## src/rtl/granule_reader_pkg.sv

```systemverilog
// granule_reader_pkg
//   Shared definitions for the two-channel granule double buffer. The decoder
//   write side and the granule reader both import this package so that the
//   default granule geometry and the reader state encoding live in one place.
//
//   Contents:
//     GR_DATA_WIDTH          default sample width per channel
//     GR_ADDR_BITS           default granule buffer address width
//     GR_SAMPLES_PER_GRANULE default samples per channel per granule
//     GR_RD_LATENCY          default buffer read latency (1 or 2)
//     gr_state_e             reader FSM state encoding
//     gr_pending_next()      next value of the "granule pending" flag
//     gr_overrun()           overrun condition for the current cycle
package granule_reader_pkg;

  localparam int unsigned GR_DATA_WIDTH          = 18;
  localparam int unsigned GR_ADDR_BITS           = 10;
  localparam int unsigned GR_SAMPLES_PER_GRANULE = 576;
  localparam int unsigned GR_RD_LATENCY          = 1;

  typedef enum logic [2:0] {
    ST_IDLE   = 3'd0,
    ST_SWITCH = 3'd1,
    ST_SETTLE = 3'd2,
    ST_FETCH  = 3'd3,
    ST_HOLD   = 3'd4,
    ST_END    = 3'd5
  } gr_state_e;

  // A fresh granule_ready always wins over a same-cycle bank switch, so a
  // granule announced exactly while the previous one is being switched in is
  // not lost.
  function automatic logic gr_pending_next(input logic granule_ready,
                                           input logic pending,
                                           input logic switch_event);
    return granule_ready | (pending & ~switch_event);
  endfunction

  // A granule completed while another is still waiting and not being taken
  // this cycle overwrites the waiting one.
  function automatic logic gr_overrun(input logic granule_ready,
                                      input logic pending,
                                      input logic switch_event);
    return granule_ready & pending & ~switch_event;
  endfunction

endpackage

```

## src/rtl/granule_reader.sv

```systemverilog
// granule_reader
//   Downstream consumer of the two-channel granule double buffer. Waits for
//   the decoder to announce a complete granule, pulses the buffer switch so
//   the freshly written bank becomes readable, then walks addresses
//   0..SAMPLES_PER_GRANULE-1 on both channels in lockstep and presents each
//   stereo pair on a valid/ready stream. Flags underrun (granule finished with
//   nothing pending) and overrun (granule announced while one was pending).
//
//   Read data is expected valid in the RD_LATENCY-th cycle that an address is
//   held on ch*_read_addr; the FETCH state holds the address for exactly that
//   many cycles before capturing.
//
//   Ports:
//     clk                  system clock, rising edge
//     rst                  asynchronous reset, active low
//     granule_ready        1-cycle pulse: write bank holds a complete granule
//     buffer_switch_event  1-cycle pulse to the buffer: swap read/write banks
//     ch0_read_addr        channel 0 read address
//     ch0_read_data        channel 0 read data
//     ch1_read_addr        channel 1 read address (always equals ch0)
//     ch1_read_data        channel 1 read data
//     sample_valid         stereo sample available
//     sample_ready         consumer accepts sample
//     sample_left          channel 0 sample
//     sample_right         channel 1 sample
//     underrun             1-cycle pulse: granule finished, none pending
//     overrun              1-cycle pulse: granule_ready while already pending
//     busy                 high in every state except IDLE
module granule_reader
  import granule_reader_pkg::*;
#(
  parameter int unsigned DATA_WIDTH          = GR_DATA_WIDTH,
  parameter int unsigned ADDR_BITS           = GR_ADDR_BITS,
  parameter int unsigned SAMPLES_PER_GRANULE = GR_SAMPLES_PER_GRANULE,
  parameter int unsigned RD_LATENCY          = GR_RD_LATENCY
) (
  input  logic                  clk,
  input  logic                  rst,
  input  logic                  granule_ready,
  output logic                  buffer_switch_event,
  output logic [ADDR_BITS-1:0]  ch0_read_addr,
  input  logic [DATA_WIDTH-1:0] ch0_read_data,
  output logic [ADDR_BITS-1:0]  ch1_read_addr,
  input  logic [DATA_WIDTH-1:0] ch1_read_data,
  output logic                  sample_valid,
  input  logic                  sample_ready,
  output logic [DATA_WIDTH-1:0] sample_left,
  output logic [DATA_WIDTH-1:0] sample_right,
  output logic                  underrun,
  output logic                  overrun,
  output logic                  busy
);

  localparam logic [ADDR_BITS-1:0] LAST_ADDR = ADDR_BITS'(SAMPLES_PER_GRANULE - 1);
  localparam logic [ADDR_BITS-1:0] ADDR_ONE  = ADDR_BITS'(1);
  // Latency counter only ever needs to reach RD_LATENCY-1 (0 or 1).
  localparam logic [1:0]           LAT_LAST  = 2'(RD_LATENCY - 1);

  gr_state_e             state_q;
  logic                  pending_q;
  logic                  pending_d;
  logic                  overrun_q;
  logic                  overrun_d;
  logic                  switch_q;
  logic                  underrun_q;
  logic                  valid_q;
  logic                  busy_q;
  logic [ADDR_BITS-1:0]  addr_q;
  logic [1:0]            lat_q;
  logic [DATA_WIDTH-1:0] left_q;
  logic [DATA_WIDTH-1:0] right_q;

  // Next value of the pending flag and the overrun condition.
  always_comb begin
    pending_d = gr_pending_next(granule_ready, pending_q, switch_q);
    overrun_d = gr_overrun(granule_ready, pending_q, switch_q);
  end

  // Reader FSM with latency counter, pending flag and all registered outputs.
  always_ff @(posedge clk or negedge rst) begin
    if (!rst) begin
      state_q    <= ST_IDLE;
      pending_q  <= 1'b0;
      overrun_q  <= 1'b0;
      switch_q   <= 1'b0;
      underrun_q <= 1'b0;
      valid_q    <= 1'b0;
      busy_q     <= 1'b0;
      addr_q     <= '0;
      lat_q      <= 2'd0;
      left_q     <= '0;
      right_q    <= '0;
    end else begin
      pending_q  <= pending_d;
      overrun_q  <= overrun_d;
      // Single-cycle pulses fall back low unless a state re-asserts them.
      switch_q   <= 1'b0;
      underrun_q <= 1'b0;

      case (state_q)
        ST_IDLE: begin
          addr_q <= '0;
          if (pending_q) begin
            state_q  <= ST_SWITCH;
            switch_q <= 1'b1;
            busy_q   <= 1'b1;
          end else begin
            busy_q   <= 1'b0;
          end
        end

        ST_SWITCH: begin
          state_q <= ST_SETTLE;
        end

        // The buffer's bank select updates on the switch edge; give it a
        // full cycle with address 0 before the first fetch.
        ST_SETTLE: begin
          addr_q  <= '0;
          lat_q   <= 2'd0;
          state_q <= ST_FETCH;
        end

        ST_FETCH: begin
          if (lat_q == LAT_LAST) begin
            left_q  <= ch0_read_data;
            right_q <= ch1_read_data;
            valid_q <= 1'b1;
            state_q <= ST_HOLD;
          end else begin
            lat_q   <= lat_q + 2'd1;
          end
        end

        // Data and address frozen until the consumer takes the sample.
        ST_HOLD: begin
          if (sample_ready) begin
            valid_q <= 1'b0;
            lat_q   <= 2'd0;
            if (addr_q == LAST_ADDR) begin
              state_q <= ST_END;
            end else begin
              addr_q  <= addr_q + ADDR_ONE;
              state_q <= ST_FETCH;
            end
          end else begin
            state_q <= ST_HOLD;
          end
        end

        // Chain straight into the next granule when one is waiting.
        ST_END: begin
          if (pending_q) begin
            state_q  <= ST_SWITCH;
            switch_q <= 1'b1;
          end else begin
            underrun_q <= 1'b1;
            busy_q     <= 1'b0;
            addr_q     <= '0;
            state_q    <= ST_IDLE;
          end
        end

        default: begin
          state_q <= ST_IDLE;
          valid_q <= 1'b0;
          busy_q  <= 1'b0;
          addr_q  <= '0;
          lat_q   <= 2'd0;
        end
      endcase
    end
  end

  assign buffer_switch_event = switch_q;
  assign ch0_read_addr       = addr_q;
  assign ch1_read_addr       = addr_q;
  assign sample_valid        = valid_q;
  assign sample_left         = left_q;
  assign sample_right        = right_q;
  assign underrun            = underrun_q;
  assign overrun             = overrun_q;
  assign busy                = busy_q;

endmodule
```

## config.mk

```make
export PLATFORM = sky130hd
export DESIGN_NAME = granule_reader
export DESIGN_NICKNAME = d
export VERILOG_FILES = /design/src/rtl/granule_reader_pkg.sv /design/src/rtl/granule_reader.sv
export SDC_FILE = /design/constraint.sdc
export NUM_CORES = 1
export LEC_CHECK = 0
export CAP_MARGIN = 0
export CELL_PAD_IN_SITES_DETAIL_PLACEMENT = 2
export CELL_PAD_IN_SITES_GLOBAL_PLACEMENT = 2
export CORE_MARGIN = 2
export CORE_UTILIZATION = 28
export CTS_BUF_LIST = sky130_fd_sc_hd__clkbuf_4
export DETAILED_ROUTE_END_ITERATION = 6
export GPL_ROUTABILITY_DRIVEN = 1
export PLACE_DENSITY = 0.87
export SLEW_MARGIN = 20
export SYNTH_ARGS = -nofsm -noshare
export SYNTH_HDL_FRONTEND = slang
export SYNTH_SLANG_ARGS = --single-unit
```

## constraint.sdc

```tcl
create_clock -name clk -period 2.6 [get_ports clk]
set_clock_uncertainty 0.2 [all_clocks]
set_input_delay 0.52 -clock clk [delete_from_list [all_inputs] [get_ports clk]]
set_output_delay 0.52 -clock clk [all_outputs]
set_load 0.05 [all_outputs]
```

## Yosys cells after proc, flatten, opt, wreduce, memory -nomap -nowiden

Index checks and enable logic that the tools add are counted.

- Flip-flop bits (word level): 57
- Input bits: 40
- Output and inout port bits: 61
- Logic and storage cells: 69

- Add/sub/neg operators: 2
- Equality and inequality tests: 12
- Mux-type cells: 22
- Bitwise gates (word level): 9
- Reduce and logical (&&, ||, !) cells: 13

Operators with widths:

| cell | count |
|---|---|
| $mux W10 | 3 |
| $pmux W10 S3 | 1 |
| $pmux W3 S6 | 1 |
| $mux W3 | 4 |
| $ne A2 B2 Y1 const B | 6 |
| $add A10 B1 Y10 const B | 1 |
| $eq A10 B10 Y1 const B | 1 |
| $mux W1 | 8 |
| $reduce_or A4 Y1 | 2 |
| $eq A3 B2 Y1 const B | 2 |
| $eq A3 B3 Y1 const B | 2 |
| $pmux W1 S3 | 2 |
| $pmux W2 S3 | 1 |
| $reduce_and A2 Y1 | 3 |
| $reduce_and A3 Y1 | 2 |
| $not A1 Y1 | 5 |
| $mux W2 | 2 |
| $reduce_and A4 Y1 | 1 |
| $reduce_or A2 Y1 | 2 |
| $and A1 B1 Y1 | 3 |
| $eq A3 B1 Y1 const B | 1 |
| $logic_not A3 Y1 | 1 |
| $reduce_or A3 Y1 | 1 |
| $add A2 B1 Y2 const B | 1 |
| other kinds (2) | 2 |

## Depth between registers and ports, before layout

Gate-level depths: netlist of the first run.

- Depth in word-level cells: 4
- Mapped depth: 6
- Gate-level depth less buffers: 6

## Least setup slack after synthesis of the first run

Ideal clock, no wire load.

- Path kind: register -> register
- Start point: register addr_q[6] (netlist: ch0_read_addr[6])
- End point: register addr_q[7] (netlist: ch0_read_addr[7])
- Setup time: 0.119 ns
- Arrival time: 1.922 ns
- Required time: 2.281 ns
- Path slack: 0.359 ns
- Stages on the path, launching flop included: 6
- Buffers on the path: 1
- Period minus slack after synthesis: 2.241 ns
- Cell sequence: dfrtp_1 -> or4b_4 -> nor4_4 -> buf_6 -> nor4_1 -> o22a_2

- Cells in the longest elaborated chain, start to end: 4
- Elaborated cells between the ends (all ways): 7
- Those cells by class: add/sub: 1; eq/ne: 2; mux: 3; reduce/logical: 1

Ends and longest elaborated chain:

| what | RTL line | RTL |
|---|---|---|
| start, declared | granule_reader.sv:68 | `logic [ADDR_BITS-1:0] addr_q;` |
| start signal, assigned | granule_reader.sv:143 | `addr_q <= addr_q + ADDR_ONE;` |
| $add A10 B1 Y10 | granule_reader.sv:143 |  |
| $mux W10 | granule_reader.sv:140 | `if (addr_q == LAST_ADDR) begin` |
| $mux W10 | granule_reader.sv:137 | `if (sample_ready) begin` |
| $pmux W10 S3 | granule_reader.sv:100 | `case (state_q)` |

Several ways; a longest one is shown, not always the timed one. The select of a mux whose other input is x is not followed.
A chain may end at the register's enable or synchronous reset.

## Worst setup path after layout of the first run

- Start point: register addr_q[4] (netlist: ch0_read_addr[4])
- End point: output ch0_read_addr[4]

RTL lines:

| what | RTL line | RTL |
|---|---|---|
| end, declared | granule_reader.sv:41 | `output logic [ADDR_BITS-1:0] ch0_read_addr,` |

No word-level cell between the ends.

==> impl.org, run 1 <==
** Setup path
- Measured in cells, the most critical reg-to-reg path has a length of 5.
- Crit-path max cell delay :: 0.86 ns
- Along the worst path, the maximum fanout reaches 8.
- Required time of the critical path :: 1.88 ns
- Critical path, cell by cell :: clkdlybuf4s50_1
- Arrival time worst endpoint :: 1.77 ns
- Kind of capture point of the worst setup path :: output port
- Endpoint of the worst-slack reg-to-reg timing path :: ch0_read_addr[7]
- Together, buffers and inverters on the worst path number 1.
- R2r setup slk :: 0.32 ns
- Timing startpoint of the critical path :: ch0_read_addr[4]
- Critical path's top delay family :: buffers and inverters
- In this run the critical register-to-register path is launched from ch0_read_addr[6].
- STA classifies the critical path startpoint as a flip-flop.
- Slowest stage cell, crit path :: sky130_fd_sc_hd__clkdlybuf4s50_1
- The worst setup path is of the flip-flop to output port kind.

** Floorplanning
- Site Rows :: 35
- In this run the horizontal extent of the chip is 100.1 um.
- Overall die height :: 100.1 um
- In this run the standard cell core region covers 0.009109 sq mm.
- For this configuration, the core starts out at a cell density of 28.38%.
- The die covers 0.01002 sq mm.
- For this design the top-level I/O count stands at 101.

** Pwr
- Switching power share of the total :: 46.97%
- Part of the total power dissipated in sequential elements :: 28.2%
- Of the total power, the clock network draws 13.9%.
- Combinational logic burns 57.9% of the power.
- Power Density :: 1346 mW/mm^2
- VDD sags by at most 0.5573 mV.
- Net switching power :: 0.002439 W
- Total power for the finished layout comes to 0.005194 W.
- Internal power :: 0.002754 W
- For this design the static power due to leakage is 1.594 nW.

** Final layout
- Cells with a size suffix above 1 make up 22.93% of the layout.
- The layout has 949 filler cells.
- The final layout contains 352 nets.
- Commonest cells after routing, fill and taps aside :: sky130_fd_sc_hd__clkdlybuf4s50_1 (98), sky130_fd_sc_hd__dfrtp_1 (57), sky130_fd_sc_hd__mux2_2 (36), sky130_fd_sc_hd__a21oi_1 (11)
- Synthesis-to-layout area growth :: 49.23%
- Leading cell type in the layout, fill and taps excluded :: sky130_fd_sc_hd__clkdlybuf4s50_1
- Excluding fillers, the count of instances in the completed layout stands at 426.

** Drt
- Number of DRC violations after detailed-routing iteration 0 :: 60
- Once detail routing completed, the nets flagged for antenna violations numbered 0.
- The routed design has 7632 um of wire.
- After detailed routing, the average wire length per cell comes to 17.92 um.
- The pre-antenna-repair detailed-routing pass consisted of 4 iterations.
- Dividing the detail-routed via count by the number of cells gives 4.857.
- Via count :: 2069
- Drc violations :: 0

** CTS
- The clock reaches the later pin of the worst-skew pair after 0.40 ns.
- Clock transition at path regs :: 0.10 ns
- TritonCTS built the clock tree.
- The clock drives 57 sinks.
- TritonCTS created 9 clock buffers.
- Buffer depth of the longest clock path :: 2
- CTS built an H-tree with a depth of 3.
- The root buffer cell chosen for the clock tree is sky130_fd_sc_hd__clkbuf_4.
- The number of setup buffers added after CTS is 0.

** Logic synthesis
- In this run the mean area of a mapped cell was 12.31 sq um.
- Synthesis warning total :: 0
- After Yosys synthesis, and, or, nand and nor cells account for 9.197% of the synthesized area.
- After technology mapping, the gate count stands at 210.
- The synthesized netlist devotes 10.55% of its cell area to compound gates.
- Total of flip-flops plus latches after synthesis :: 57
- Main combinational cell family by area after synthesis :: multiplexers
- Mux share of post-synthesis cell area :: 17.62%
- Summing every instance area after synthesis gives 0.002585 sq mm.
- Nets in the synthesized netlist :: 252
- Part of the Yosys area used for sequential elements :: 55.18%
- The synthesized netlist devotes 0.9681% of its cell area to adder and majority cells.
- The synthesized netlist contains 39 unique library cells.
- Post-synthesis share of cell area spent on xor and xnor gates :: 0%

** Timing
- Final-layout worst hold slack :: 0.3063 ns
- Total negative setup slack :: 0 ns
- The final number of max-transition violations was 0.
- Final clock period utilization by the worst path :: 95.90%
- Setup repair after global routing missed its margin :: false
- Transition time of the tightest slew-check pin :: 0.6685 ns
- The final count of hold timing violations came to 0.
- Setup violation total in the final timing report :: 0
- Relative slew slack :: 54.28%
- Crit path time final :: 2.493 ns
- Based on the critical path, the design can be clocked at up to 401.0 MHz.

** Worst hold path
- Endpoint, Worst Hold :: lat_q[0]
- Number of cells on the worst hold path :: 1
- Hold path startpoint :: lat_q[0]
- The min-delay analysis places its worst path in the category flip-flop to flip-flop.

** GRT
- The initial antenna violation count is 1.
- After global routing the overflow that remains totals 0.
- For this run, the total global-route usage over all layers was measured as 15.79%.
- Entering global routing, the biggest net connects 28 pins.
- The number of global-route vias before repair was 2251.
- Wire length of the first global-routing pass :: 11980 um

** Run status
- The run finished with clean final reports.

** Place
- Total half-perimeter wirelength after legalization and detailed placement :: 5761 um
- Total instance count after detailed placement :: 409
- Number of buffers added on ports :: 100
- Final weighted congestion in routability-driven placement :: 0.7466

** Flow run
- The tool flagged a number of max-cap violations equal to 0.
[stage by stage]
step,instance area (sq um),util (%),setup slack [ns]
after floorplan,2585,-,0.3588
after global placement,3691,40.52,0.1091
final,3857,42.35,0.1065
after global routing,3857,42.35,0.02842
after detailed placement,3691,40.52,0.04949
after CTS,3852,42.29,0.03914
[worst register-to-register path, stage by stage (launching register included)]
cell and delay, ns:
sky130_fd_sc_hd__dfrtp_1 0.48, sky130_fd_sc_hd__or4b_4 0.60, sky130_fd_sc_hd__nor4_4 0.42, sky130_fd_sc_hd__buf_4 0.23
sky130_fd_sc_hd__nor4_1 0.06, sky130_fd_sc_hd__o22a_2 0.19
[flip-flops by register name, summed over array words and instances (netlist names)]
signal,count
state_q,3
sample_valid,1
underrun,1
sample_right,18
pending_q,1
buffer_switch_event,1
lat_q,2
ch0_read_addr,10
busy,1
sample_left,18
overrun,1
[cell families after synthesis]
family	Yosys count
buf+inv	31
mux	41
simple gates	38
fa+ha+maj	2
compound gates	41
flops	57
[worst max path at each step]
stage / end / slack, ns / cells past startpoint
finish: ch0_read_addr[4] / 0.11 / 1
global route: ch1_read_addr[6] / 0.03 / 1
CTS: ch1_read_addr[4] / 0.04 / 1
detailed placement: ch0_read_addr[3] / 0.05 / 5
global placement: ch0_read_addr[5] / 0.11 / 5
floorplan: ch0_read_addr[7] / 0.36 / 5
[synthesized netlist by cell type]
library cell                instances  area, sq um
sky130_fd_sc_hd__o21ai_0            9        45.04
sky130_fd_sc_hd__mux2_2            36        405.4
sky130_fd_sc_hd__nor4b_1            1        8.760
sky130_fd_sc_hd__a21oi_1           11        55.05
sky130_fd_sc_hd__and3_2             1        7.510
sky130_fd_sc_hd__or4b_4             1        13.76
sky130_fd_sc_hd__or3b_2             1        8.760
sky130_fd_sc_hd__o31ai_1            3        22.52
sky130_fd_sc_hd__nor4_1             3        18.77
sky130_fd_sc_hd__nand3_1            6        30.03
sky130_fd_sc_hd__nand4_1            1        6.260
sky130_fd_sc_hd__nor4_4             1        21.27
sky130_fd_sc_hd__buf_6              1        11.26
sky130_fd_sc_hd__inv_1              9        33.78
sky130_fd_sc_hd__mux2i_1            5        50.05
sky130_fd_sc_hd__or3_1              1        6.260
sky130_fd_sc_hd__dfrtp_1           57         1426
sky130_fd_sc_hd__and2_1             1        6.260
sky130_fd_sc_hd__nand2_1            6        22.52
sky130_fd_sc_hd__o32ai_1            1        8.760
sky130_fd_sc_hd__a2111oi_0          2        17.52
sky130_fd_sc_hd__a21o_1             2        15.01
sky130_fd_sc_hd__nor3_1             2        10.01
sky130_fd_sc_hd__a211oi_1           1        7.510
sky130_fd_sc_hd__buf_4             10        75.07
sky130_fd_sc_hd__buf_2              5        25.02
sky130_fd_sc_hd__and3_1             2        12.51
sky130_fd_sc_hd__nor2_1             3        11.26
sky130_fd_sc_hd__ha_1               2        25.02
sky130_fd_sc_hd__o31a_2             3        30.03
sky130_fd_sc_hd__o22a_2             2        20.02
sky130_fd_sc_hd__or2_2              1        6.260
sky130_fd_sc_hd__nor2b_1            3        18.77
sky130_fd_sc_hd__a311o_1            1        10.01
sky130_fd_sc_hd__clkbuf_1           6        22.52
sky130_fd_sc_hd__nand2b_1           1        6.260
sky130_fd_sc_hd__o21bai_1           3        22.52
sky130_fd_sc_hd__o22ai_1            3        18.77
sky130_fd_sc_hd__or4_1              3        22.52
[power by group through the flow]
stage	Combinational, W	Clock [W]	Sequential [W]
after floorplan	0.000880	0	0.00257
after global placement	0.00295	0	0.00144
after detailed placement	0.00303	0	0.00149
after CTS	0.00305	0.000751	0.00147
after global routing	0.00317	0.000782	0.00152
final	0.00301	0.000721	0.00146
[cell type report]
type | instances | area (sq um) | share of cell area (%)
sequential | 57 | 1426 | 36.98
timing repair buffer | 111 | 1109 | 28.74
multi-input combinational | 122 | 996.0 | 25.82
tap | 111 | 138.9 | 3.600
clock inverter | 6 | 83.83 | 2.173
clock buffer | 9 | 67.56 | 1.752
inverter | 9 | 33.78 | 0.8758
antenna | 1 | 2.502 | 0.06487
[timing repair]
action	4_1_cts	5_1_grt
gates resized for setup	0	1
endpoints found under the hold margin	18	0
hold buffers	1	0
endpoints found under the setup margin	0	1
[metal layers]
layer  global-route usage [%]  share of wire [%]  vias to the layer above
met5                        0                  0                        -
met4                    6.533                2.0                        0
met3                    4.735                4.7                       11
met2                    28.53                 55                       55
met1                    17.20                 38                     1060
li1                         -                  -                      943
Note: power is estimated with default switching activity, not from simulation.
==> run 2, diff against run 1 <==
CAP_MARGIN = 10   (was 0)
CTS_CLUSTER_DIAMETER = 30   (was unset)
clock period = 2.7 ns   (was 2.6 ns; I/O delays follow)
==> impl.org, run 2 (synthesis gave the netlist of run 1 again) <==
** Run status
- Run status :: finished, final reports clean (unchanged)

** Timing
- The number of setup violations in the final report is 0 (unchanged).
- Total negative setup slack :: 0 ns (unchanged)
- Final clock period utilization by the worst path :: 92.92%
- The remaining max-slew budget at the tightest pin came to 55.87% (was 54.28%).
- Max-slew violation total from the final report :: 0 (unchanged)
- Subtracting the final worst setup slack from the clock period gives 2.509 ns.
- Hold Fails Final Rpt :: 0 (unchanged)
- Transition time of the tightest slew-check pin :: 0.6570 ns (was 0.6685 ns)
- Setup slack of the critical path after layout :: 0.1911 ns (was 0.1065 ns)
- Static timing analysis puts the maximum clock frequency at 398.6 MHz.
- Setup repair after global routing missed its margin :: false (unchanged)

** Final layout
- The share of cells above drive strength 1 is 21.61% (was 22.93%).
- Synthesis-to-layout area growth :: 47.14% (was 49.23%)
- Commonest cells after routing, fill and taps aside: sky130_fd_sc_hd__clkdlybuf4s50_1 (99), sky130_fd_sc_hd__dfrtp_1 (57), sky130_fd_sc_hd__mux2_2 (36), sky130_fd_sc_hd__a21oi_1 (11) (was sky130_fd_sc_hd__clkdlybuf4s50_1 (98), sky130_fd_sc_hd__dfrtp_1 (57), sky130_fd_sc_hd__mux2_2 (36), sky130_fd_sc_hd__a21oi_1 (11)).
- Final Net Count :: 347 (was 352)
- The antenna diode count is 0 (was 1).
- Final std cells w/o fill :: 421 (was 426)
- The post-route cell area is 0.003804 sq mm (was 0.003857 sq mm).
- The most common cell after layout, fill and taps aside was sky130_fd_sc_hd__clkdlybuf4s50_1 (unchanged).

** Floorplanning
- Full die area :: 0.01002 sq mm (unchanged)
- Site Rows :: 35 (unchanged)
- Core Region :: 0.009109 sq mm (unchanged)
- The initial core utilization came to 28.38% (unchanged).
- Count of boundary I/O pins :: 101 (unchanged)
- Die width :: 100.1 um (unchanged)
- The height of the chip was 100.1 um (unchanged).

** Drt
- The number of vias per cell was 4.862 (was 4.857).
- The antenna violation net count after detailed routing came to 0 (unchanged).
- The post-detailed-route wirelength per cell was 17.33 um (was 17.92 um).
- Via count :: 2047 (was 2069)
- The number of iterations in the first detailed-routing pass is 4 (unchanged).
- The DRC violation count after routing came to 0 (unchanged).
- Number of DRC violations after detailed-routing iteration 0 :: 64 (was 60)
- Drt total wl :: 7296 um (was 7632 um)

** Setup path
- The data arrival time at the worst-slack endpoint was 1.77 ns (about the same).
- Crit Path Class :: flip-flop to output port (unchanged)
- Slowest stage cell, crit path :: sky130_fd_sc_hd__clkdlybuf4s50_1 (unchanged)
- The sum of buffers and inverters on the critical path is 1 (unchanged).
- Crit-path max cell delay :: 0.88 ns (was 0.86 ns)
- Top fanout value on the critical path :: 8 (unchanged)
- Critical path's top delay family :: buffers and inverters (unchanged)
- Critical path, cell by cell :: clkdlybuf4s50_1 (unchanged)
- The first element of the critical path is ch0_read_addr[4] (unchanged).
- The required time of the critical path came to 1.96 ns (was 1.88 ns).
- The kind of start point of the critical path is a flip-flop (unchanged).
- Startpoint of the worst-slack reg-to-reg timing path :: state_q[1] (was ch0_read_addr[6])
- Kind of capture point of the worst setup path :: output port (unchanged)

** Worst hold path
- Hold path startpoint :: lat_q[0] (unchanged)
- Worst Hold Class :: flip-flop to flip-flop (unchanged)

** Place
- Number of buffers added on ports :: 100 (unchanged)
- Pre-CTS setup slack :: 0.06247 ns (was 0.04949 ns)
- The total placed cells including tap cells is 404 (was 409).
- Total cell area at the placement stage :: 0.003641 sq mm (was 0.003691 sq mm)
- Total half-perimeter wirelength after legalization and detailed placement :: 5389 um (was 5761 um)
- The final RePlAce weighted congestion is 0.7281 (was 0.7466).

** GRT
- The total routing resource utilization after global routing is 15.46% (was 15.79%).
- The number of global-route vias before repair came to 2241 (was 2251).
- The remaining global-route overflow is 0 (unchanged).
- The initial antenna violation count is 0 (was 1).
- Maximum number of pins on one net before global-route repair :: 39 (was 28)
- Wire length of the first global-routing pass :: 11800 um (was 11980 um)

** Flow run
- The number of max-cap violations was 0 (unchanged).

** CTS
- The post-cts gate resize count was 0 (unchanged).
- Clock transition at path regs :: 0.10 ns (about the same)
- Clock tree from TritonCTS :: done (unchanged)
- Library cell used as clock root buffer :: sky130_fd_sc_hd__clkbuf_4 (unchanged)
- Worst-Skew Late Latency :: 0.40 ns (about the same)
- The number of sinks on the clock net was 57 (unchanged).
- The number of clock buffers inserted by TritonCTS came to 9 (unchanged).
- H-tree depth :: 3 (unchanged)
- Buffer depth of the longest clock path :: 2 (unchanged)

** Pwr
- Power Density :: 1295 mW/mm^2 (was 1346 mW/mm^2)
- Leakage Power :: 1.549 nW (was 1.594 nW)
- The overall power after layout was 0.004928 W (was 0.005194 W).
- Largest voltage drop on the vdd net :: 0.5137 mV (was 0.5573 mV)
## run 2: final cells by class
class | count | area (sq um)
tap | 111 | 138.9
fill | 954 | 5305
clock inverter | 7 | 85.08
timing repair buffer | 106 | 1056
sequential | 57 | 1426
multi-input combinational | 122 | 996.0
clock buffer | 9 | 67.56
inverter | 9 | 33.78
## run 2: metal layers
layer | global-route usage (%) | up-vias | wire length [um]
li1 | - | 945 | -
met1 | 17.29 | 1027 | 2817
met2 | 26.92 | 62 | 3861
met3 | 5.292 | 13 | 409
met4 | 6.428 | 0 | 208
met5 | 0 | - | 0
## run 2: where the power goes
part	internal, W	total, W	switching [W]
logic	0.00105	0.00280	0.00175
clock network	0.000366	0.000695	0.000328
registers	0.00120	0.00143	0.000236
total	0.00261	0.00493	0.00232
## run 2: worst register-to-register path, stage by stage (launching register included)
cell and delay (ns):
sky130_fd_sc_hd__dfrtp_1 0.52, sky130_fd_sc_hd__or3b_2 0.59, sky130_fd_sc_hd__nor4_4 0.59, sky130_fd_sc_hd__or2_2 0.25
sky130_fd_sc_hd__o21ai_0 0.08
## run 2: through the flow
step                hold slack, ns  util [%]
floorplan                  0.04441         -
global placement            0.2615     39.97
detailed placement          0.2787     39.97
CTS                         0.2919     41.76
global route                0.3168     41.76
finish                      0.2867     41.76
## run 2: final timing paths
path                               endpoint  slack, ns  depth (start not counted)
setup / recovery           ch1_read_addr[4]       0.19                          1
hold / removal                     lat_q[0]       0.29                          1
setup reg to reg           ch0_read_addr[1]       0.35                          4
hold reg to reg                    lat_q[0]       0.29                          1
max in group asynchronous    sample_left[9]       1.29                          3
min in group asynchronous   sample_right[8]       0.41                          2
## run 2: timing repair
action	CTS	global route
buffers inserted	0	0
endpoints found under the hold margin	15	0
hold buffers	1	0
==> run 3, diff against run 2 <==
ABC_AREA = 1   (was unset)
ABC_CLOCK_PERIOD_IN_PS = 2700   (was unset)
CORE_UTILIZATION = 27   (was 28)
PLACE_DENSITY = 0.86   (was 0.87)
==> impl.org, run 3 <==
** Run status
- Run status :: finished, final reports clean (unchanged)

** Floorplanning
- Count of boundary I/O pins :: 101 (unchanged)
- The number of rows in the core area is 36 (was 35).
- The standard cell core area is 0.009639 sq mm (was 0.009109 sq mm).
- Full die area :: 0.01058 sq mm (was 0.01002 sq mm)
- The horizontal die dimension is 102.8 um (was 100.1 um).
- Starting density of the core :: 27.36% (was 28.38%)
- Overall die height :: 102.8 um (was 100.1 um)

** Setup path
- The worst reg2reg path startpoint is ch0_read_addr[1] (was state_q[1]).
- Critical path, cell by cell :: clkdlybuf4s50_1 (unchanged)
- Timing startpoint of the critical path :: ch0_read_addr[4] (unchanged)
- Slowest stage cell, crit path :: sky130_fd_sc_hd__clkdlybuf4s50_1 (unchanged)
- The largest stage delay on the critical path came to 0.86 ns (was 0.88 ns).
- The data arrival time at the worst-slack endpoint came to 1.78 ns (was 1.77 ns).
- The category of the most critical setup path was flip-flop to output port (unchanged).
- The end of the worst register-to-register path is ch0_read_addr[2] (was ch0_read_addr[1]).
- The cell count of the worst reg-to-reg path came to 8 (was 4).
- Critical Path Source Type :: flip-flop (unchanged)
- Kind of capture point of the worst setup path :: output port (unchanged)
- The slack of the worst reg-to-reg path is 0.62 ns (was 0.35 ns).
- The category of cells accounting for the largest share of critical-path delay was buffers and inverters (unchanged).
- Combined buffer and inverter count along the critical path :: 1 (unchanged)
- Crit path capture :: ch0_read_addr[4] (was ch1_read_addr[4])
- The required time of the critical path was 1.96 ns (about the same).
- The largest driver fanout on the critical path came to 8 (unchanged).
- The cell count along the critical path is 1 (unchanged).

** Pwr
- The reported net switching power was 0.002265 W (was 0.002317 W).
- The switching power as a share of total power is 45.82% (was 47.02%).
- Proportion of power drawn by combinational gates :: 57.1% (was 56.8%)
- Part of the total power dissipated in sequential elements :: 28.6% (was 29.1%)
- The part of the total power dissipated in the clock network is 14.3% (was 14.1%).
- The reported leakage power was 1.723 nW (was 1.549 nW).
- Power Density :: 1270 mW/mm^2 (was 1295 mW/mm^2)
- Largest voltage drop on the vdd net :: 0.3917 mV (was 0.5137 mV)
- The internal power component was 0.002678 W (was 0.002610 W).

** Final layout
- Synthesis-to-layout area growth :: 47.63% (was 47.14%)
- Inserted Diodes :: 0 (unchanged)
- Leading cell type in the layout, fill and taps excluded :: sky130_fd_sc_hd__clkdlybuf4s50_1 (unchanged)
- Commonest cells after routing, fill and taps aside :: sky130_fd_sc_hd__clkdlybuf4s50_1 (99), sky130_fd_sc_hd__dfrtp_1 (57), sky130_fd_sc_hd__nand2_1 (50), sky130_fd_sc_hd__nand3_1 (19) (was sky130_fd_sc_hd__clkdlybuf4s50_1 (99), sky130_fd_sc_hd__dfrtp_1 (57), sky130_fd_sc_hd__mux2_2 (36), sky130_fd_sc_hd__a21oi_1 (11))
- The share of cells above drive strength 1 was 18.73% (was 21.61%).
- The count of placed standard cells in the final layout, fillers left out was 480 (was 421).
- Final Net Count :: 384 (was 347)

** Drt
- Drc violations :: 0 (unchanged)
- Via count :: 2105 (was 2047)
- Wire per inst :: 15.80 um (was 17.33 um)
- The starting DRC count in detailed routing came to 29 (was 64).
- Drt total wl :: 7584 um (was 7296 um)
- The number of vias per cell came to 4.385 (was 4.862).
- The antenna violation net count after detailed routing is 0 (unchanged).
- First drt pass iteration count :: 4 (unchanged)

** Logic synthesis
- Synthesis warning total :: 0 (unchanged)
- The number of cells produced by synthesis came to 243 (was 210).
- Library cell with the highest instance count after synthesis :: sky130_fd_sc_hd__dfrtp_1 (unchanged)
- Number of synthesized flops with an enable pin :: 0 (unchanged)
- Share of flip-flops with an asynchronous set or reset :: 100.0% (unchanged)
- The sequential area share after synthesis came to 54.08% (was 55.18%).
- The register bit total from synthesis came to 57 (unchanged).
- Area of the mapped netlist :: 0.002638 sq mm (was 0.002585 sq mm)
- Cell taking the most area after synthesis :: sky130_fd_sc_hd__dfrtp_1 (unchanged)
- The share of the synthesized area in the top cell type was 54.08% (was 55.18%).
- The count of cell types in the netlist was 26 (was 39).
- Synth area leaders :: sky130_fd_sc_hd__dfrtp_1 (54%), sky130_fd_sc_hd__mux2_4 (10%), sky130_fd_sc_hd__mux2_2 (7.7%), sky130_fd_sc_hd__nand2_1 (7.1%), sky130_fd_sc_hd__nand3_1 (3.6%) (was sky130_fd_sc_hd__dfrtp_1 (55%), sky130_fd_sc_hd__mux2_2 (16%), sky130_fd_sc_hd__buf_4 (2.9%), sky130_fd_sc_hd__a21oi_1 (2.1%), sky130_fd_sc_hd__mux2i_1 (1.9%))
- Syn avg cell area :: 10.85 sq um (was 12.31 sq um)
- Top FF cell, synth :: sky130_fd_sc_hd__dfrtp_1 (unchanged)
- The number of nets in the synthesized netlist was 285 (was 252).
- Most numerous cell types in the synthesized netlist: sky130_fd_sc_hd__dfrtp_1 (57), sky130_fd_sc_hd__nand2_1 (50), sky130_fd_sc_hd__nand3_1 (19) (was sky130_fd_sc_hd__dfrtp_1 (57), sky130_fd_sc_hd__mux2_2 (36), sky130_fd_sc_hd__a21oi_1 (11)).

** Timing
- Setup slack of the critical path after layout :: 0.1831 ns (was 0.1911 ns)
- The shortest clock period the worst path allows after layout came to 2.517 ns (was 2.509 ns).
- Final clock period utilization by the worst path :: 93.22% (was 92.92%)
- Setup repair after global routing missed its margin :: false (unchanged)
- The actual transition at the worst max-transition pin was 0.6591 ns (was 0.6570 ns).
- The highest achievable clock rate was 397.3 MHz (was 398.6 MHz).
- The remaining max-slew budget at the tightest pin came to 56.06% (was 55.87%).
- The final number of max-transition violations came to 0 (unchanged).
- The number of setup violations in the final report was 0 (unchanged).
- Final-layout worst hold slack :: 0.2631 ns (was 0.2867 ns)
- The setup TNS was 0 ns (unchanged).
- The final count of hold timing violations is 0 (unchanged).

** Place
- The worst slack at placement came to 0.6001 ns (was 0.06247 ns).
- Number of buffers added on ports :: 100 (unchanged)
- The total placed cells including tap cells is 463 (was 404).
- The post-DP HPWL was 5805 um (was 5389 um).
- Final weighted congestion in routability-driven placement :: 0.7630 (was 0.7281)

** CTS
- The clock latency of the later-clocked register in the worst-skew pair was 0.39 ns (was 0.40 ns).
- Library cell used as clock root buffer :: sky130_fd_sc_hd__clkbuf_4 (unchanged)
- Setup fix buffers added after clock tree synthesis :: 0 (unchanged)
- The clock transition time at the flip-flop clock pins of the worst setup and hold paths is 0.09 ns (was 0.10 ns).
- The number of hold-repair buffers added at the cts stage is 1 (unchanged).
- The TritonCTS clock tree was done (unchanged).
- The post-cts gate resize count came to 0 (unchanged).
- Clock buffer count from CTS :: 9 (unchanged)
- H-tree depth :: 3 (unchanged)
- The maximum clock insertion buffer count came to 2 (unchanged).
- The number of sinks on the clock net was 57 (unchanged).

** GRT
- The total routing resource utilization after global routing is 15.25% (was 15.46%).
- Overflow left after global routing :: 0 (unchanged)
- Number of antenna violations at the first check in global routing :: 0 (unchanged)
- The number of global-route vias before repair was 2382 (was 2241).
- The pin count of the biggest net entering global routing is 32 (was 39).
- Wire length of the first global-routing pass :: 12210 um (was 11800 um)

** Worst hold path
- Worst Hold Class :: flip-flop to flip-flop (unchanged)

** Flow run
- The number of max-cap violations came to 0 (unchanged).
==> run 3: how the worst min path moves through the flow <==
stage,startpoint,end,slack [ns],cells after the start
after CTS,buffer_switch_event,overrun,0.27,1
after global routing,buffer_switch_event,overrun,0.29,1
after floorplan,rst,buffer_switch_event,0.04,0
after detailed placement,buffer_switch_event,overrun,0.26,1
final,buffer_switch_event,overrun,0.26,1
after global placement,buffer_switch_event,overrun,0.24,1
==> run 3: cell type report <==
| cell class | count | area [sq um] |
|---|---|---|
| Timing Repair Buffer | 105 | 1061 |
| Clock inverter | 6 | 82.58 |
| Sequential cell | 57 | 1426 |
| Multi-Input combinational cell | 149 | 1007 |
| Inverter | 20 | 75.07 |
| Clock buffer | 10 | 75.07 |
| Fill cell | 1051 | 5746 |
| Tap cell | 133 | 166.4 |
==> run 3: power groups by stage <==
| stage | registers (W) | logic (W) | clock network, W |
|---|---|---|---|
| final | 0.00142 | 0.00282 | 0.000706 |
| after CTS | 0.00143 | 0.00286 | 0.000737 |
| after floorplan | 0.00248 | 0.000866 | 0 |
| after detailed placement | 0.00145 | 0.00285 | 0 |
| after global placement | 0.00139 | 0.00277 | 0 |
| after global routing | 0.00146 | 0.00298 | 0.000779 |
==> run 3: logic make-up after synthesis <==
group / share of synthesized area (%)
flops: 54.08
compound gates: 3.890
buf+inv: 7.732
xor+xnor: 0.3321
fa+ha+maj: 0.9486
simple gates: 15.09
mux: 17.93
==> run 3: metrics by stage <==
step	utilization, %	total power, W	area, sq um
floorplan	-	0.003347	2638
global placement	38.66	0.004165	3726
detailed placement	38.66	0.004296	3726
CTS	40.39	0.005026	3894
global route	40.39	0.005226	3894
finish	40.39	0.004943	3894
==> run 3: routing by layer <==
metal | vias to the layer above | part of all wire, % | GRT usage, %
met5 | - | 0 | 0
met4 | 0 | 1.5 | 6.073
met3 | 8 | 5.5 | 3.593
met2 | 63 | 52 | 27.25
met1 | 1054 | 41 | 17.61
li1 | 980 | - | -
==> RTL edit 1, RTL diff (settings of run 1) <==
Reset style: synchronous (`rst`), changed in one clocked block. Comments in the files are not updated.
--- a/src/rtl/granule_reader.sv
+++ b/src/rtl/granule_reader.sv
@@ -77,7 +77,7 @@
   end
 
   // Reader FSM with latency counter, pending flag and all registered outputs.
-  always_ff @(posedge clk or negedge rst) begin
+  always_ff @(posedge clk) begin
     if (!rst) begin
       state_q    <= ST_IDLE;
       pending_q  <= 1'b0;
Function: differs if rst is asserted again (counterexample within 4 cycles, from zero or initial values and one cycle with rst low); with rst held inactive, the same outputs for 10 cycles.
==> RTL edit 1 against run 1 <==
Wire length rose by 5.1%. Sequential cell count did not move. Design area down 1.9%. Setup slack improved by 22 ps. Area after synthesis increased by 1.2%. Global-route usage increased by 0.96 points. Non-clock buffer count decreased by 3. Critical path depth did not move. Critical endpoint is now ch1_read_addr[3]. Largest cell class is now multi-input gates. Highest routed layer unchanged.
Power is not compared: it rests on default switching activity, and its combinational part moved more than twofold at a synthesized area within 25%.
==> RTL edit 1: results (changes against run 1) <==
status=complete, no violations (unchanged); Detailed Place HPWL=5810 um (was 5760 um); Filler cells=1027 (was 949); dpl cells=497 (was 409); total track usage=16.7% (was 15.8%); Metal-1 WL=3400 um (was 2940 um); Worst R2R End=ch0_read_addr[0]$_SDFFE_PN0P_ (was ch0_read_addr[7]$_DFFE_PN0P_); Worst path top cell family by delay=buffers and inverters (unchanged); main flop type after synthesis=dfxtp_1 (was dfrtp_1); Non-clk bufs=108 (was 111); Synth cell types=43 (was 39); GR Util met3=7.35% (was 4.74%); Crit. Startpoint=ch0_read_addr[3]$_SDFFE_PN0P_ (was ch0_read_addr[4]$_DFFE_PN0P_); first-pass GRT wire length=13300 um (was 12000 um); Relative slew margins=46.6% (was 54.3%); Layout area overhead=44.6% (was 49.2%); Hold Startpoint=sample_right[4]$_SDFFE_PN0P_ (was lat_q[0]$_DFFE_PN0P_); gp weighted congestion=0.758 (was 0.747); R2R setup slack=360 ps (was 320 ps); Hold Path Depth=2 (was 1); Power, Total=2.52 mW; initial antenna violation count=0 (was 1); total grt overflow=0 (unchanged); vias in the first global route=2704 (was 2251); met2 usage in global routing=27.7% (was 28.5%); fraction of registers with async set or reset after synthesis=0% (was 100%); area of the multi-input gates=1270 um^2 (was 996 um^2); clock-cell share of area=3.41% (was 3.92%); Met3 Wirelength=685 um (was 355 um); Mapped Nets=352 (was 252); post-route cell area=3780 um^2 (was 3860 um^2); 1st-iter DRT viols=24 (was 60); H-tree level count=3 (unchanged); Reg2Reg Depth=4 (was 5); Final min period=2470 ps (was 2490 ps); register area share after synthesis=43.6% (was 55.2%); Nets=439 (was 352); synthesized area per cell=8.44 um^2 (was 12.3 um^2); Multi-In Gates=212 (was 122); RR Startpoint=state_q[1]$_SDFFE_PN0P_ (was ch0_read_addr[6]$_DFFE_PN0P_); drt total wl=8030 um (was 7630 um); fraction of layout cells with a size suffix above 1=7.21% (was 22.9%); buffering overhead=28.4% (was 28.7%); met1 Track Usage GR=18.7% (was 17.2%); crit path to=ch1_read_addr[3] (was ch0_read_addr[4]); pre-CTS setup slack=95.3 ps (was 49.5 ps); Hold Path End=sample_right[4]$_SDFFE_PN0P_ (was lat_q[0]$_DFFE_PN0P_); Post-synth top cells=nand2_1, dfxtp_1, a21boi_0 (was dfrtp_1, mux2_2, a21oi_1); DP Area=3650 um^2 (was 3690 um^2); drt via density=4.98 (was 4.86); Synth area leaders=dfxtp_1, nand2_1, a21boi_0 (was dfrtp_1, mux2_2, buf_4); largest net degree at the start of global routing=37 (was 28); ANT cells=0 (was 1); WP data arrival=1750 ps (was 1770 ps); drt wl/cell=15.6 um (was 17.9 um); area taken by flip-flops and latches=1140 um^2 (was 1430 um^2)
## RTL edit 1: cell count changes in the layout (fill, tap and decap cells not counted), moves of 4 or more
cell / run 1 / this run
o211ai_1: 0 / 8
mux2_2: 36 / 0
dfxtp_1: 0 / 57
dfrtp_1: 57 / 0
nand2_1: 6 / 78
a21boi_0: 0 / 36
nand2b_1: 1 / 5
## RTL edit 1: cell families (layout without fill, tap and decap cells)
| logic type | after synthesis | after routing | synth area share [%] |
|---|---|---|---|
| AOI/OAI and AO/OA | 82 | 82 | 22.2 |
| xor gates and xnor gates | 1 | 1 | 0.335 |
| adders and majority gates | 2 | 2 | 0.956 |
| buffers and inverters | 41 | 133 | 7.99 |
| DFF | 57 | 57 | 43.6 |
| muxes | 5 | 5 | 1.91 |
| and+or+nand+nor | 122 | 122 | 23.0 |
## RTL edit 1: metrics by stage
step                hold slack [ps]  util, %
CTS                             277     41.3
global route                    296     41.3
floorplan                       300        -
global placement                249     39.9
detailed placement              262     39.9
finish                          272     41.3
==> RTL edit 2, RTL diff (flow settings as in run 1) <==
Without the edit above. Change the package constant `GR_DATA_WIDTH` from 18 to 16.
--- a/src/rtl/granule_reader_pkg.sv
+++ b/src/rtl/granule_reader_pkg.sv
@@ -13,7 +13,7 @@
 //     gr_overrun()           overrun condition for the current cycle
 package granule_reader_pkg;
 
-  localparam int unsigned GR_DATA_WIDTH          = 18;
+  localparam int unsigned GR_DATA_WIDTH          = 16;
   localparam int unsigned GR_ADDR_BITS           = 10;
   localparam int unsigned GR_SAMPLES_PER_GRANULE = 576;
   localparam int unsigned GR_RD_LATENCY          = 1;
Ports: changed (resized ch0_read_data, ch1_read_data, sample_left and sample_right); port bits go from 101 to 93. The function was not compared with the original's and may differ.
==> RTL edit 2 against run 1 <==
Area after synthesis down 9.1%. Die area decreased by 8.8%. Design area fell by 12%. Wire length fell by 17%. Via count down 13%. Sequential cell count shrank 4. Clock power is 51% lower. Total power down 15%. Register-to-register slack worse by 20 ps. Count of clock-buffer cells in the layout fell by 4. Final cell count is 9.4% lower. Setup slack gained 40 ps. Maximum frequency up 1.6%. Largest power group unchanged. Highest routed layer unchanged.
==> RTL edit 2: results (changes against run 1) <==
first-pass GRT wire length=10000 um (was 12000 um); fraction of area in multi-input gates=26.3% (was 25.8%); met2 usage in global routing=26.0% (was 28.5%); Worst Tran Pin Value=676 ps (was 669 ps); synthesized area per cell=12.2 um^2 (was 12.3 um^2); pre-CTS setup slack=272 ps (was 49.5 ps); Worst-path clk slew=140 ps (was 100 ps); Layout area overhead=45.1% (was 49.2%); largest net degree at the start of global routing=29 (was 28); # port buffers=92 (was 100); Filler cells=875 (was 949); gp weighted congestion=0.775 (was 0.747); status=complete, no violations (unchanged); vias in the first global route=1980 (was 2251); Non-clk bufs=100 (was 111); drt via density=4.69 (was 4.86); Synth cell types=41 (was 39); compound-gate portion of the synthesized area=7.67% (was 10.6%); post-synthesis mux area share=15.8% (was 17.6%); WP data arrival=1730 ps (was 1770 ps); worst skew pair latency=360 ps (was 400 ps); initial antenna violation count=0 (was 1); drt total wl=6300 um (was 7630 um); area of the multi-input gates=897 um^2 (was 996 um^2); Detailed Place HPWL=4810 um (was 5760 um); buffering overhead=29.1% (was 28.7%); Synth area leaders=dfrtp_1, mux2_2, buf_4 (unchanged); Comb power=2.75 mW (was 3.01 mW); R2R setup slack=300 ps (was 320 ps); Mapped Nets=230 (was 252); Worst R2R End=ch0_read_addr[2]$_DFFE_PN0P_ (was ch0_read_addr[7]$_DFFE_PN0P_); Crit. Startpoint=ch0_read_addr[3]$_DFFE_PN0P_ (was ch0_read_addr[4]$_DFFE_PN0P_); met1 Track Usage GR=16.8% (was 17.2%); Seq cells=53 (was 57); internal power=2.30 mW (was 2.75 mW); Inverters=4 (was 9); crit path to=ch0_read_addr[3] (was ch0_read_addr[4]); P_seq=1.32 mW (was 1.46 mW); Multi-In Gates=117 (was 122); ANT cells=0 (was 1); 1st-iter DRT viols=19 (was 60); DP Area=3350 um^2 (was 3690 um^2)
## RTL edit 2: worst min path at each step
| stage | from | endpoint | slack [ps] | cells past startpoint |
|---|---|---|---|---|
| 3_5_place_dp | lat_q[0]$_DFFE_PN0P_ | lat_q[0]$_DFFE_PN0P_ | 290 | 1 |
| 3_3_place_gp | sample_valid$_DFFE_PN0P_ | sample_valid$_DFFE_PN0P_ | 270 | 2 |
| 6_report | lat_q[0]$_DFFE_PN0P_ | lat_q[0]$_DFFE_PN0P_ | 300 | 1 |
| 4_1_cts | lat_q[0]$_DFFE_PN0P_ | lat_q[0]$_DFFE_PN0P_ | 310 | 1 |
| 2_1_floorplan | rst | buffer_switch_event$_DFF_PN0_ | 20 | 0 |
| 5_1_grt | lat_q[0]$_DFFE_PN0P_ | lat_q[0]$_DFFE_PN0P_ | 330 | 1 |
## RTL edit 2: metal layers
metal | part of all wire, % | wire [um]
met4 | 0.81 | 51
met5 | 0 | 0
met3 | 5.6 | 350
met2 | 55 | 3450
met1 | 39 | 2460
